--- src/rtl/dummy_acc_arb_pkg.sv ---
// Shared types for the accelerator arbiter: FSM states and index-width helper.
package dummy_acc_arb_pkg;

    typedef enum logic {
        ARB  = 1'b0,
        HOLD = 1'b1
    } arb_state_e;

    // Width of a requester index (IdxType = logic [idx_width(NUM_REQ)-1:0]).
    function automatic int idx_width(input int n);
        return (n > 1) ? $clog2(n) : 1;
    endfunction

endpackage

--- src/rtl/dummy_acc_id_fifo.sv ---
// In-order FIFO of requester indices; one entry per transaction in flight.
module dummy_acc_id_fifo
    import dummy_acc_arb_pkg::*;
#(
    parameter int DEPTH = 2,
    parameter int W     = 2
) (
    input  logic                       clk_i,
    input  logic                       rst_i,
    input  logic                       flush_i,
    input  logic                       push_i,
    input  logic                       pop_i,
    input  logic [W-1:0]               data_i,
    output logic [W-1:0]               data_o,
    output logic                       full_o,
    output logic                       empty_o,
    output logic [$clog2(DEPTH+1)-1:0] count_o
);
    localparam int PTR_W = idx_width(DEPTH);
    localparam int CNT_W = $clog2(DEPTH+1);

    logic [W-1:0]     r_mem [DEPTH];
    logic [PTR_W-1:0] r_wptr, r_rptr;
    logic [CNT_W-1:0] r_count;
    logic             w_wr, w_rd;

    function automatic logic [PTR_W-1:0] ptr_inc(input logic [PTR_W-1:0] p);
        return (p == PTR_W'(DEPTH-1)) ? '0 : p + PTR_W'(1);
    endfunction

    assign full_o  = (r_count == CNT_W'(DEPTH));
    assign empty_o = (r_count == '0);
    assign count_o = r_count;
    assign data_o  = r_mem[r_rptr];
    assign w_wr    = push_i && !full_o;
    assign w_rd    = pop_i && !empty_o;

    always_ff @(posedge clk_i or posedge rst_i) begin
        if (rst_i) begin
            r_wptr  <= '0;
            r_rptr  <= '0;
            r_count <= '0;
        end else if (flush_i) begin
            r_wptr  <= '0;
            r_rptr  <= '0;
            r_count <= '0;
        end else begin
            if (w_wr) r_wptr <= ptr_inc(r_wptr);
            if (w_rd) r_rptr <= ptr_inc(r_rptr);
            if (w_wr && !w_rd)      r_count <= r_count + CNT_W'(1);
            else if (w_rd && !w_wr) r_count <= r_count - CNT_W'(1);
        end
    end

    always_ff @(posedge clk_i) begin
        if (w_wr) r_mem[r_wptr] <= data_i;
    end

endmodule

--- src/rtl/dummy_accelerator_arbiter.sv ---
// Round-robin arbiter sharing one accelerator among NUM_REQ requesters;
// results are steered back in order using an ID FIFO.
module dummy_accelerator_arbiter
    import dummy_acc_arb_pkg::*;
#(
    parameter int  NUM_REQ    = 4,
    parameter int  WIDTH      = 32,
    parameter int  IMM_WIDTH  = 11,
    parameter type TagType    = logic,
    parameter int  FIFO_DEPTH = 2
) (
    input  logic                                clk_i,
    input  logic                                rst_i,
    input  logic                                flush_i,
    input  logic [NUM_REQ-1:0]                  req_valid_i,
    output logic [NUM_REQ-1:0]                  req_ready_o,
    input  logic [NUM_REQ-1:0][WIDTH-1:0]       req_rs1_i,
    input  logic [NUM_REQ-1:0][IMM_WIDTH-1:0]   req_imm_i,
    input  TagType [NUM_REQ-1:0]                req_tag_i,
    output logic [NUM_REQ-1:0]                  rsp_valid_o,
    input  logic [NUM_REQ-1:0]                  rsp_ready_i,
    output logic [WIDTH-1:0]                    rsp_result_o,
    output TagType                              rsp_tag_o,
    output logic                                acc_valid_o,
    input  logic                                acc_ready_i,
    output logic [WIDTH-1:0]                    acc_rs1_o,
    output logic [IMM_WIDTH-1:0]                acc_imm_o,
    output TagType                              acc_tag_o,
    input  logic                                acc_valid_i,
    output logic                                acc_ready_o,
    input  logic [WIDTH-1:0]                    acc_result_i,
    input  TagType                              acc_tag_i,
    output logic                                acc_flush_o,
    output logic [$clog2(FIFO_DEPTH+1)-1:0]     inflight_o,
    output logic                                proto_err_o
);
    localparam int IDX_W = idx_width(NUM_REQ);
    typedef logic [IDX_W-1:0] IdxType;

    arb_state_e           r_state, w_state_nxt;
    IdxType               r_grant, w_grant_nxt;
    IdxType               r_rr_ptr, w_rr_nxt;
    IdxType               w_win, w_sel, w_head;
    logic [2*NUM_REQ-1:0] w_dbl;
    logic                 w_found, w_any, w_push, w_pop, w_full, w_empty;
    logic                 r_proto_err;

    // Search the doubled request vector from rr_ptr so the wrap needs no mask pass.
    always_comb begin
        w_dbl   = {req_valid_i, req_valid_i};
        w_found = 1'b0;
        w_win   = '0;
        for (int i = 0; i < 2*NUM_REQ; i++) begin
            if (!w_found && i >= int'(r_rr_ptr) && w_dbl[i]) begin
                w_found = 1'b1;
                w_win   = IdxType'(i % NUM_REQ);
            end
        end
    end

    always_comb begin
        w_state_nxt = r_state;
        w_grant_nxt = r_grant;
        w_rr_nxt    = r_rr_ptr;
        w_sel       = (r_state == HOLD) ? r_grant : w_win;
        w_any       = (r_state == HOLD) || w_found;
        acc_valid_o = w_any && !w_full && !flush_i;
        req_ready_o = '0;
        if (acc_valid_o) req_ready_o[w_sel] = acc_ready_i;
        w_push      = acc_valid_o && acc_ready_i;
        if (flush_i) begin
            w_state_nxt = ARB;
            w_rr_nxt    = '0;
        end else if (w_push) begin
            w_state_nxt = ARB;
            w_rr_nxt    = (w_sel == IdxType'(NUM_REQ-1)) ? '0 : w_sel + IdxType'(1);
        end else if (acc_valid_o) begin
            w_state_nxt = HOLD;
            w_grant_nxt = w_sel;
        end
    end

    always_ff @(posedge clk_i or posedge rst_i) begin
        if (rst_i) begin
            r_state  <= ARB;
            r_grant  <= '0;
            r_rr_ptr <= '0;
        end else begin
            r_state  <= w_state_nxt;
            r_grant  <= w_grant_nxt;
            r_rr_ptr <= w_rr_nxt;
        end
    end

    assign acc_rs1_o = req_rs1_i[w_sel];
    assign acc_imm_o = req_imm_i[w_sel];
    assign acc_tag_o = req_tag_i[w_sel];

    dummy_acc_id_fifo #(
        .DEPTH (FIFO_DEPTH),
        .W     (IDX_W)
    ) u_id_fifo (
        .clk_i   (clk_i),
        .rst_i   (rst_i),
        .flush_i (flush_i),
        .push_i  (w_push),
        .pop_i   (w_pop),
        .data_i  (w_sel),
        .data_o  (w_head),
        .full_o  (w_full),
        .empty_o (w_empty),
        .count_o (inflight_o)
    );

    assign acc_ready_o = !w_empty && rsp_ready_i[w_head];
    assign w_pop       = acc_valid_i && acc_ready_o;

    always_comb begin
        rsp_valid_o = '0;
        if (acc_valid_i && !w_empty && !flush_i) rsp_valid_o[w_head] = 1'b1;
    end

    assign rsp_result_o = acc_result_i;
    assign rsp_tag_o    = acc_tag_i;
    assign acc_flush_o  = flush_i;

    // A response with nothing outstanding means the accelerator broke protocol.
    always_ff @(posedge clk_i or posedge rst_i) begin
        if (rst_i)                       r_proto_err <= 1'b0;
        else if (acc_valid_i && w_empty) r_proto_err <= 1'b1;
    end
    assign proto_err_o = r_proto_err;

endmodule

--- config.mk ---
export PLATFORM = sky130hd
export DESIGN_NAME = dummy_accelerator_arbiter
export DESIGN_NICKNAME = d
export VERILOG_FILES = /design/src/rtl/dummy_acc_arb_pkg.sv /design/src/rtl/dummy_acc_id_fifo.sv /design/src/rtl/dummy_accelerator_arbiter.sv
export SDC_FILE = /design/constraint.sdc
export NUM_CORES = 1
export LEC_CHECK = 0
export CAP_MARGIN = 20
export CORE_AREA = 3 3 120 122
export DETAILED_ROUTE_END_ITERATION = 10
export DIE_AREA = 0 0 123 125
export GPL_TIMING_DRIVEN = 1
export MAX_ROUTING_LAYER = met4
export SETUP_SLACK_MARGIN = 0.15
export SLEW_MARGIN = 20
export SYNTH_ARGS = -nofsm -noshare
export SYNTH_HDL_FRONTEND = slang
export SYNTH_SLANG_ARGS = --single-unit
--- constraint.sdc ---
create_clock -name clk_i -period 2.9 [get_ports clk_i]
set_clock_uncertainty 0.05 [all_clocks]
set_input_delay 0.29 -clock clk_i [delete_from_list [all_inputs] [get_ports clk_i]]
set_output_delay 0.29 -clock clk_i [all_outputs]
set_load 0.01 [all_outputs]
* Yosys cells after proc, flatten, opt, wreduce, memory -nomap -nowiden
Memories as Yosys holds them, arrays and structs flattened. Cells that the tools add are included.
Cells by class: add/sub/neg operators 5, $lt $le $gt $ge 7, eq/ne operators 2, muxes and demuxes 47, bitwise operators 3, reduce and logical (&&, ||, !) cells 44
Operator list (number):
- 32-bit binary-select mux with 2-bit select | 1
- 32-bit 2-to-1 mux | 1
- 2-bit 2-to-1 mux | 13
- 1-bit logical AND | 24
- 1-bit 2-to-1 mux | 24
- 11-bit binary-select mux with 2-bit select | 1
- 1-bit zero test | 12
- 11-bit 2-to-1 mux | 1
- 4-bit 2-to-1 mux | 2
- 2-bit by 3-bit < comparator with 1-bit output, second input constant | 2
- 2-bit nonzero test | 3
- 3-bit nonzero test | 2
- 2-bit by 1-bit adder with 2-bit output, second input constant | 2
- 4-bit AND | 1
- 1-bit binary-select mux with 2-bit select | 2
- 1-bit demux with 2-bit select | 2
- 2-bit == test, second input constant | 2
- 1-bit by 2-bit >= comparator with 1-bit output, first input constant | 2
- 2-bit by 1-bit >= comparator with 1-bit output, second input constant | 2
- 3-bit AND reduction | 1
- 1-bit adder, second input constant | 2
- 2-bit >= comparator, first input constant | 1
- 2-bit zero test | 1
- 1-bit NOT | 2
- other kinds (2) | 2
Word-level totals: register bits 10, memory bits (writable) 4, input bits 222, output and inout port bits 91, word-level logic and storage cells 116, memories 1
Memories:
- u_id_fifo.r_mem | depth 2, width 2, rd ports 1, clocked after Yosys merged registers in 0, write ports 1, line dummy_acc_id_fifo.sv:22 | logic [W-1:0] r_mem [DEPTH];

* Logic depth before layout (Yosys ltp)
depth in word-level cells 36, mapped depth 9, depth with buffers taken out 7

* Modules after synthesis
A second synthesis with hierarchy kept.
Second synthesis, totals: cells, all modules 271, area total of the unflattened synthesis 2701.3 um2
Modules (own cells, without submodules):
- dummy_accelerator_arbiter | times used 1, cells each 239, area an instance 2329.7 um2, sequential area each 150.1 um2
- dummy_acc_id_fifo | times used 1, cells each 32, area an instance 371.6 um2, sequential area each 220.2 um2

* Worst setup path before layout
No wires, ideal clock.
path kind flip-flop to output port, from reg r_rr_ptr[1], to out req_ready_o[0], arrival time 2.149 ns, setup slack 0.411 ns, cell stages (with the launch flop) 8, buffers on the path 1, path through dfrtp_1 > mux2i_1 > nor2_1 > o41ai_1 > inv_2 > buf_2 > ha_1 > and2_1
Between the ends: cells in the longest elaborated chain, start to end 33
Ends and longest elaborated chain:
- from (decl) | line dummy_accelerator_arbiter.sv:42 | IdxType r_rr_ptr, w_rr_nxt;
- from (signal assigned) | line dummy_accelerator_arbiter.sv:91 | r_rr_ptr <= w_rr_nxt;
- 1-bit by 2-bit >= comparator with 1-bit output | line dummy_accelerator_arbiter.sv:54 | if (!w_found && i >= int'(r_rr_ptr) && w_dbl[i]) begin
- 1-bit logical AND | line dummy_accelerator_arbiter.sv:54
- 1-bit 2-to-1 mux | line dummy_accelerator_arbiter.sv:54
- 1-bit zero test | line dummy_accelerator_arbiter.sv:54
- 1-bit logical AND (2 in series) | line dummy_accelerator_arbiter.sv:54
- 1-bit 2-to-1 mux | line dummy_accelerator_arbiter.sv:54
- 1-bit zero test | line dummy_accelerator_arbiter.sv:54
- 1-bit logical AND (2 in series) | line dummy_accelerator_arbiter.sv:54
- [... 16 more ...]
- 2-bit 2-to-1 mux (*) | line dummy_accelerator_arbiter.sv:65 | w_sel = (r_state == HOLD) ? r_grant : w_win;
- net u_id_fifo.data_i[0] | line dummy_acc_id_fifo.sv:13 | input logic [W-1:0] data_i,
- 2-bit by 3-bit < comparator with 1-bit output (not written as such) or 2-bit by 1-bit >= comparator with 1-bit output (tied branches) | line dummy_accelerator_arbiter.sv:69 | if (acc_valid_o) req_ready_o[w_sel] = acc_ready_i;
- 1-bit logical AND (not written as such) | line dummy_accelerator_arbiter.sv:69
- 1-bit 2-to-1 mux (not written as such) | line dummy_accelerator_arbiter.sv:69
- 1-bit demux with 2-bit select (*) | line dummy_accelerator_arbiter.sv:69
- 4-bit AND (no line) (*)
- 4-bit 2-to-1 mux (*) | line dummy_accelerator_arbiter.sv:69
- to (decl) | line dummy_accelerator_arbiter.sv:16 | output logic [NUM_REQ-1:0] req_ready_o,
The timed path passes the listed nets; every way through them passes the cells marked *.

* Worst setup path after layout
from in req_valid_i[0], to out acc_imm_o[0]
Between the ends: cells in the longest elaborated chain, start to end 28
Ends and longest elaborated chain:
- from (decl) | line dummy_accelerator_arbiter.sv:15 | input logic [NUM_REQ-1:0] req_valid_i,
- 1-bit logical AND | line dummy_accelerator_arbiter.sv:54
- 1-bit 2-to-1 mux | line dummy_accelerator_arbiter.sv:54
- 1-bit zero test | line dummy_accelerator_arbiter.sv:54
- 1-bit logical AND (2 in series) | line dummy_accelerator_arbiter.sv:54
- 1-bit 2-to-1 mux | line dummy_accelerator_arbiter.sv:54
- 1-bit zero test | line dummy_accelerator_arbiter.sv:54
- 1-bit logical AND (2 in series) | line dummy_accelerator_arbiter.sv:54
- 1-bit 2-to-1 mux | line dummy_accelerator_arbiter.sv:54
- [... 10 more ...]
- 1-bit logical AND | line dummy_accelerator_arbiter.sv:54
- 1-bit 2-to-1 mux | line dummy_accelerator_arbiter.sv:54
- 1-bit zero test | line dummy_accelerator_arbiter.sv:54
- 1-bit logical AND | line dummy_accelerator_arbiter.sv:54
- 2-bit 2-to-1 mux (*) | line dummy_accelerator_arbiter.sv:54
- 2-bit 2-to-1 mux (*) | line dummy_accelerator_arbiter.sv:65
- 11-bit binary-select mux with 2-bit select (*) | line dummy_accelerator_arbiter.sv:96 | assign acc_imm_o = req_imm_i[w_sel];
- 11-bit 2-to-1 mux (not written as such) (*) | line dummy_accelerator_arbiter.sv:96
- to (decl) | line dummy_accelerator_arbiter.sv:27 | output logic [IMM_WIDTH-1:0] acc_imm_o,
Mark *: on every way between the ends. The rest lies on a longest branch, timed or not. The select of a mux whose other input is x is not followed.

==> flow_summary.json <==
{
  "status": "complete, no violations",
  "cap_violations": 0,
  "grt_setup_unrepaired": "true",
  "synth_common_cells": "mux2i_1 (135), buf_4 (34), dfrtp_1 (10)",
  "cts_sinks": 14,
  "stdcell_count": 666,
  "totalWireLength_um": 11540,
  "ys_seq_area_share_pct": 14.59,
  "tns_ns": 0,
  "cts_setup_buffers": 0,
  "synth-edff-count": 4,
  "postSynthCellCount": 272,
  "syn_area_um2": 2539,
  "overflow": 0,
  "cp-end-kind": "output pin",
  "cts_buffers": 3,
  "syn2layout_area_growth_pct": 104.0,
  "design_area_um2": 5179,
  "async_flop_share_pct": 71.43,
  "wl_per_cell_um": 17.32,
  "final_util_pct": 38.95,
  "track_usage_pct": 14.50,
  "worstMarginPinSlew_ns": 0.3790,
  "worstSetupPathType": "in -> out",
  "drive_above_1_share_pct": 7.347,
  "cts_tree": "yes",
  "place_congestion": 0.8643,
  "synth_seq_cells": 14,
  "die_height_um": 125,
  "grt_pass1_vias": 3165,
  "drc_errors": 0,
  "die_width_um": 123,
  "syn_area_per_cell_um2": 9.333,
  "place_ws_ns": -0.07344,
  "cp_max_fo": 12,
  "nNetsFinal": 717,
  "vias_per_cell": 4.308,
  "multi_input_area_um2": 1841,
  "yosysWarnings": 0,
  "drtIter0Drc": 51,
  "dieArea_um2": 15380,
  "fin_crit_ns": 2.657,
  "clockBufferDepth": 2,
  "diodes": 0,
  "cts_root_buf": "clkbuf_16",
  "dpl-instance-area_um2": 5130,
  "fin_ws_ns": 0.2433,
  "dp.cells": 662,
  "hold_viol_final": 0,
  "antenna_found_initial": 0,
  "ios": 313,
  "hold_buffers": 0,
  "drtPass1Iterations": 4,
  "ys_types": 37,
  "n_fill_cell": 1397,
  "yosys-top-cells-area": "mux2i_1 (53%), buf_4 (10%), dfrtp_1 (9.9%), edfxtp_1 (4.7%), ha_1 (2.0%)",
  "max_freq_mhz": 376.4,
  "clkTransAtPathRegs_ns": 0.05,
  "powerDensity_nw_per_um2": 379.3,
  "regArea_um2": 370.4,
  "min_path_type": "in -> async",
  "start_util_pct": 19.09,
  "port_buffers": 246,
  "grt_max_degree": 21,
  "critPathArrivalTime_ns": 2.32,
  "cp-start-kind": "primary input",
  "post-synth-top-count-cell": "mux2i_1",
  "clock_latency_ns": 0.24,
  "slew_headroom_pct": 74.71,
  "hpwl_um": 10110,
  "synth_top_area_share_pct": 53.23,
  "grt_pass1_wl_um": 17080,
  "yosys.area.top_type": "mux2i_1",
  "rows": 42,
  "whs_ns": 0.2731,
  "synth_ff_type": "dfrtp_1",
  "core_um2": 13300,
  "htreeDepth": 1,
  "synth_nets": 498,
  "post-route-period-util_pct": 91.61,
  "leakage_nw": 2.496,
  "ir_worst_vdd_v": 0.0001703,
  "vias": 2869,
  "final-setup-viol-count": 0,
  "worst_ep_required_time_ns": 2.56,
  "total_power_mw": 1.964,
  "final-max-slew-violation-count": 0,
  "ant_nets": 0
}
## final timing paths
path / endpoint / startpoint / slack [ns] / cells after the start
hold reg to reg: proto_err_o / proto_err_o / 0.42 / 1
setup reg to reg: u_id_fifo.count_o[1] / u_id_fifo.r_rptr / 0.70 / 5
setup / recovery: acc_imm_o[0] / req_valid_i[0] / 0.24 / 9
max in group asynchronous: u_id_fifo.r_wptr / rst_i / 2.25 / 2
hold / removal: proto_err_o / rst_i / 0.27 / 2
min in group clk_i: proto_err_o / proto_err_o / 0.42 / 1
## worst max-delay path, cell delays in order
cell,delay [ns]
clkdlybuf4s50_1,0.54
nand2_1,0.09
nor3b_2,0.18
o221ai_4,0.18
buf_12,0.21
buf_4,0.20
mux2i_1,0.23
mux2i_1,0.09
dlygate4sd2_1,0.29
## repair_timing
action	CTS	global route
hold endpoints to repair	0	0
endpoints found under the setup margin	48	4
resized for setup	52	1
## where the power goes
| group | total [mW] | leakage [nW] | internal, mW | switching, mW |
|---|---|---|---|---|
| clock | 0.286 | 0.0442 | 0.209 | 0.0776 |
| combinational | 1.43 | 2.29 | 0.820 | 0.608 |
| sequential | 0.249 | 0.163 | 0.228 | 0.0214 |
## metal layers
| metal | global-route usage, % | part of all wire [%] |
|---|---|---|
| met5 | - | 0 |
| met4 | 1.173 | 0.18 |
| met3 | 3.839 | 7.6 |
| met2 | 27.85 | 56 |
| met1 | 15.20 | 36 |
## logic make-up (layout without fill, tap and decap cells)
group	Yosys count	count (layout)	synth area share [%]
AOI/OAI and AO/OA	20	20	5.520
buffers and inverters	57	275	14.14
DFF	14	14	14.59
and+or+nand+nor	37	37	7.738
muxes	140	140	56.04
adders and majority gates	4	4	1.971
## final cells by class
class,count,area share [%]
Tap cell,176,4.252
Timing Repair Buffer,264,50.76
Clock buffer,4,1.715
Multi-Input combinational cell,201,35.54
Inverter,7,0.5798
Sequential cell,14,7.151
## cells in the final DEF (no fill, tap or decap), types with 4 or more instances in the layout
master           instances
clkdlybuf4s50_1        198
mux2i_1                135
dlygate4sd2_1           48
buf_4                   10
dfrtp_1                 10
nor2_1                   8
nand2_1                  7
buf_12                   7
nor3_1                   6
and2_1                   6
inv_1                    5
ha_1                     4
edfxtp_1                 4
## sequential cells by signal (all words and copies together) (netlist names)
name	flops
u_id_fifo.r_mem	4
r_grant	2
r_rr_ptr	2
u_id_fifo.count_o	2
proto_err_o	1
r_state	1
u_id_fifo.r_rptr	1
u_id_fifo.r_wptr	1
Note: power is estimated with default switching activity, not from simulation.
